### src/rtl/demux_1a2_stream.sv
// 1-to-2 stream demux with a 2-entry buffer per output; 1-cycle latency, In_Ready depends only on Selector and buffer state.
// DEMUX_COUNT_EN adds Count0/Count1, wrapping counters of words delivered on each output.
module demux_1a2_stream #(
    parameter int WIDTH     = 8,
    parameter int CNT_WIDTH = 16
) (
    input  logic             Clk,
    input  logic             Rst_n,
    input  logic             Selector,
    input  logic [WIDTH-1:0] Input,
    input  logic             In_Valid,
    output logic             In_Ready,
    output logic [WIDTH-1:0] Output0,
    output logic             Out0_Valid,
    input  logic             Out0_Ready,
    output logic [WIDTH-1:0] Output1,
    output logic             Out1_Valid,
    input  logic             Out1_Ready
`ifdef DEMUX_COUNT_EN
    ,
    output logic [CNT_WIDTH-1:0] Count0,
    output logic [CNT_WIDTH-1:0] Count1
`endif
);

    localparam logic [1:0] EMPTY = 2'd0;
    localparam logic [1:0] ONE   = 2'd1;
    localparam logic [1:0] FULL  = 2'd2;

    logic [1:0][1:0]       r_state;
    logic [1:0][WIDTH-1:0] r_head;
    logic [1:0][WIDTH-1:0] r_tail;

    logic [1:0] w_sel;
    logic [1:0] w_valid;
    logic [1:0] w_rdy;
    logic [1:0] w_push;
    logic [1:0] w_pop;

    // Ready ignores the consumers on purpose: no combinational path from Outk_Ready to In_Ready.
    assign In_Ready = Selector ? (r_state[1] != FULL) : (r_state[0] != FULL);

    assign w_sel   = {Selector, ~Selector};
    assign w_valid = {r_state[1] != EMPTY, r_state[0] != EMPTY};
    assign w_rdy   = {Out1_Ready, Out0_Ready};
    assign w_push  = {2{In_Valid & In_Ready}} & w_sel;
    assign w_pop   = w_valid & w_rdy;

    always_ff @(posedge Clk or negedge Rst_n) begin
        if (!Rst_n) begin
            r_state <= '0;
            r_head  <= '0;
            r_tail  <= '0;
        end else begin
            for (int k = 0; k < 2; k++) begin
                case (r_state[k])
                    EMPTY: begin
                        if (w_push[k]) begin
                            r_head[k]  <= Input;
                            r_state[k] <= ONE;
                        end
                    end
                    ONE: begin
                        if (w_push[k] && w_pop[k]) begin
                            r_head[k] <= Input;
                        end else if (w_push[k]) begin
                            r_tail[k]  <= Input;
                            r_state[k] <= FULL;
                        end else if (w_pop[k]) begin
                            r_state[k] <= EMPTY;
                        end
                    end
                    FULL: begin
                        if (w_pop[k]) begin
                            r_head[k]  <= r_tail[k];
                            r_state[k] <= ONE;
                        end
                    end
                    default: r_state[k] <= EMPTY;
                endcase
            end
        end
    end

    assign Output0    = r_head[0];
    assign Output1    = r_head[1];
    assign Out0_Valid = w_valid[0];
    assign Out1_Valid = w_valid[1];

`ifdef DEMUX_COUNT_EN
    logic [CNT_WIDTH-1:0] r_cnt0;
    logic [CNT_WIDTH-1:0] r_cnt1;

    always_ff @(posedge Clk or negedge Rst_n) begin
        if (!Rst_n) begin
            r_cnt0 <= '0;
            r_cnt1 <= '0;
        end else begin
            if (w_pop[0]) r_cnt0 <= r_cnt0 + CNT_WIDTH'(1);
            if (w_pop[1]) r_cnt1 <= r_cnt1 + CNT_WIDTH'(1);
        end
    end

    assign Count0 = r_cnt0;
    assign Count1 = r_cnt1;
`else
    // CNT_WIDTH only sizes the counters; this empty block keeps it referenced in the counter-less build.
    if (CNT_WIDTH > 0) begin : g_no_count
    end
`endif

endmodule

### config.mk
export PLATFORM = sky130hd
export DESIGN_NAME = demux_1a2_stream
export DESIGN_NICKNAME = d
export VERILOG_FILES = /design/src/rtl/demux_1a2_stream.sv
export SDC_FILE = /design/constraint.sdc
export NUM_CORES = 1
export LEC_CHECK = 0
export BUFFER_PORTS_ARGS = -buffer_cell sky130_fd_sc_hd__buf_2
export CAP_MARGIN = 20
export CORE_ASPECT_RATIO = 1.1
export CORE_MARGIN = 2
export CORE_UTILIZATION = 54
export CTS_CLUSTER_SIZE = 14
export DETAILED_ROUTE_END_ITERATION = 7
export PLACE_DENSITY = 0.78
export SYNTH_ARGS = -nofsm -noshare
export SYNTH_HDL_FRONTEND = slang
export SYNTH_SLANG_ARGS = --single-unit
### constraint.sdc
create_clock -name Clk -period 1.8 [get_ports Clk]
set_input_delay 0.36 -clock Clk [delete_from_list [all_inputs] [get_ports Clk]]
set_output_delay 0.36 -clock Clk [all_outputs]
set_load 0.005 [all_outputs]
==> Flow_metrics.wiki <==
{| class="wikitable"
! Metric !! Value
|-
| Area share of the largest cell type after synthesis || 0.543
|-
| Wire length after detailed routing || ~3000 µm
|-
| Net Count, Synth || approximately 130
|-
| Timing endpoint of the critical path || In_Ready
|-
| Hold violation total from the final report || 0
|-
| CTS HTree Levels || 2
|-
| Fraction of power spent switching nets || 0.260
|-
| Sort of element at the end of the critical path || output port
|-
| Setup Viol. Count Final || 0
|-
| Internal Dissipation || between 1.5 and 2 mW
|-
| Actual slew at the worst max-slew pin || around 0.53 ns
|-
| Initial DRT Pass Iterations || 5
|-
| Class of the most critical setup path || flip-flop to output port
|-
| Worst Path Max Fanout || 8
|-
| Area of placed instances || about 1900 µm²
|-
| Global Route Usage Sum || 0.190
|-
| Clock buffer depth || 2
|-
| Sequential cell area fraction in the yosys report || 0.543
|-
| Clock tree from TritonCTS || yes
|-
| Number of nets with antenna violations after routing || 0
|-
| Clk pin slew, worst setup/hold paths || roughly 0.11 ns
|-
| Net load switching power || 0.606 mW
|-
| EDFF count, synth || 0
|-
| Vias in the first global route || approximately 1100
|-
| Port-buffer cells || 32
|-
| Power after layout || between 2 and 2.5 mW
|-
| DR vias || 1035
|-
| Launch point of the critical path || r_state[1]$_DFFE_PN0P_
|-
| Worst min path class || primary input to flip-flop
|-
| Synth area leader || dfrtp_1
|-
| Sequential power share || 0.517
|-
| CTS Buf Count || 5
|-
| Count of state elements after synthesis || 36
|-
| Startpoint of the worst-slack reg-to-reg timing path || r_state[2]$_DFFE_PN0P_
|-
| Share of power burned in combinational logic || 0.244
|-
| Width of the chip || about 57 µm
|-
| Number of maximum-capacitance violations || 0
|-
| Final-report max-slew violation count || 0
|-
| Number of cells on the worst hold path || 2
|-
| HPWL after DPL || roughly 2200 µm
|-
| Post-synthesis cell count || between 100 and 150
|-
| Std-Cell Core Area || 3000 µm²
|-
| GP Congestion || approximately 0.74
|-
| Number of vias per cell after detailed routing || 5.36
|-
| Count of pins on the block boundary || 33
|-
| Unrepaired setup endpoints after global routing || no
|-
| Power density relative to cell area || between 1000 and 1500 nW/µm²
|-
| Final instance area || between 2000 and 2500 µm²
|-
| Layout area overhead || 20.6%
|-
| Post-synth design cell area || around 1700 µm²
|-
| Signal arrival time at the worst endpoint || roughly 1.4 ns
|-
| Synth warnings || 0
|-
| Kind of launch point of the worst setup path || flip-flop
|-
| Period minus WS final || 1.71 ns
|-
| Initial core utilization || 0.554
|-
| Static leakage power || about 0.92 nW
|-
| Die Area || ~3500 µm²
|-
| Summed negative setup slack over all endpoints || 0 ns
|-
| Period utilization || 0.949
|-
| CTS Root Cell || clkbuf_4
|-
| Capture instance of the worst register-to-register path || Output1[6]$_DFFE_PN0P_
|-
| FF/Latch Area || 901 µm²
|-
| Syn avg cell area || around 15 µm²
|-
| GRT Residual Overflow || 0
|-
| Net total in the final layout || between 150 and 200
|-
| Multi-input logic area || between 700 and 800 µm²
|-
| Run status || complete, no violations
|-
| Final Skew || 0.0162 ns
|-
| Proportion of power drawn by the clock network || 0.239
|-
| Initial antenna violation count || 0
|-
| First-pass GRT wire length || roughly 5000 µm
|-
| Pre-CTS worst setup slack || 0.127 ns
|-
| Depth of the worst register-to-register path || 3
|-
| Routed len/inst || ~16 µm
|-
| Number of unique standard cell types used by synthesis || 22
|-
| Initial DRC count || 18
|-
| Clock Latency Late Sink || approximately 0.34 ns
|-
| Minimum setup slack in the final design || 0.0923 ns
|-
| Max-slew headroom at the worst pin || 0.648
|-
| Leading post-synthesis cells by cell area || dfrtp_1 54%, mux2_2 32%, o31ai_4 1.3%
|-
| Proportion of layout cells with a drive suffix above 1 || 0.635
|-
| Count of standard-cell rows || 21
|-
| Fill count || approximately 230
|-
| Number of design rule violations left after detail routing || 0
|-
| Overall die height || 62.2 µm
|-
| Async set-or-reset flop fraction in the synthesized netlist || 1.00
|-
| Diode insertion count for antenna repair || 0
|-
| Sinks on Clock Net || 36
|-
| VDD IR max || about 0.9 mV
|-
| Required time worst endpoint || around 1.4 ns
|-
| Worst R2R Setup Slack || between 0.1 and 0.15 ns
|-
| Pin count of the biggest net entering global routing || 20
|-
| Primary flip-flop cell chosen by synthesis mapping || dfrtp_1
|-
| Maximum clock frequency || 0.586 GHz
|}
[how the worst min path moves through the flow]
stage / start / endpoint / slack, ns
after CTS: Out0_Ready / r_state[1]$_DFFE_PN0P_ / 0.24
after global placement: Rst_n / Output0[3]$_DFFE_PN0P_ / 0.32
after floorplan: Rst_n / Output0[0]$_DFFE_PN0P_ / 0.06
after detailed placement: Rst_n / Output0[3]$_DFFE_PN0P_ / 0.32
final: Out0_Ready / r_state[1]$_DFFE_PN0P_ / 0.25
after global routing: Out0_Ready / r_state[1]$_DFFE_PN0P_ / 0.24
[state kept, by name, summed over array words and instances, names as in the netlist]
signal   flops
r_state      4
r_tail      16
Output0      8
Output1      8
[cells in the final DEF, fill, tap and decap left out, types with 2 or more instances in the layout]
master and count:
mux2_2 47, buf_4 7, nor2b_1 2, dfrtp_1 36, xnor2_1 2, inv_1 2, clkbuf_4 5, buf_2 32
nand2_1 3, or2_2 2, o21ai_0 3
[layout make-up]
type / count / share of cell area
Inverter: 2 / 0.00375
Clock inverter: 2 / 0.0175
Tap cell: 34 / 0.0212
Multi-Input combinational cell: 72 / 0.366
Sequential cell: 36 / 0.450
Timing Repair Buffer: 41 / 0.121
Clock buffer: 6 / 0.0206
[kinds of logic (layout without fill, tap and decap cells)]
logic type	after synthesis	count (layout)	share of synthesized area
flip-flops	36	36	0.543
XOR/XNOR	2	2	0.0106
AO/OA/AOI/OAI	6	6	0.0317
buffers and inverters	5	51	0.0173
multiplexers	49	49	0.332
AND/OR/NAND/NOR	15	15	0.0663
[Yosys cell counts, types with 2 or more instances]
cell type,number
buf_2,2
or2_2,2
xnor2_1,2
nor2b_1,3
mux2_2,47
o21ai_0,3
dfrtp_1,36
nand2_1,3
inv_1,2
[power by group through the flow]
stage / clock network [mW] / logic (mW) / registers (mW)
floorplan: 0 / 0.341 / 1.20
global placement: 0 / 0.545 / 1.20
detailed placement: 0 / 0.573 / 1.22
CTS: 0.571 / 0.576 / 1.20
global route: 0.607 / 0.623 / 1.24
finish: 0.556 / 0.567 / 1.20
[what timing repair did]
item | 4_1_cts | 5_1_grt
hold buffers | 1 | 0
hold endpoints to repair | 17 | 0
buffers inserted | 0 | 2
setup endpoints to repair | 0 | 1
resized for setup | 0 | 1
[layer usage]
layer / routed length, µm / part of all wire / track usage
met3: 146 / 0.049 / 0.0625
met2: 1460 / 0.49 / 0.304
met1: 1310 / 0.44 / 0.233
met5: 0 / 0 / 0
met4: 78 / 0.026 / 0.0843
[per-stage QoR]
stage / utilization / cells / hold slack (ns)
after floorplan: - / 113 / 0.0644
final: 0.669 / 193 / 0.254
after global placement: 0.634 / 182 / 0.322
after CTS: 0.663 / 191 / 0.240
after detailed placement: 0.634 / 182 / 0.324
after global routing: 0.669 / 193 / 0.243
[critical path: stages, from the launching register on]
cell,delay [ns]
dfrtp_1,0.42
nor2b_2,0.18
buf_4,0.17
mux2i_1,0.12
buf_2,0.13
No activity file was read; power rests on OpenSTA's default activity.
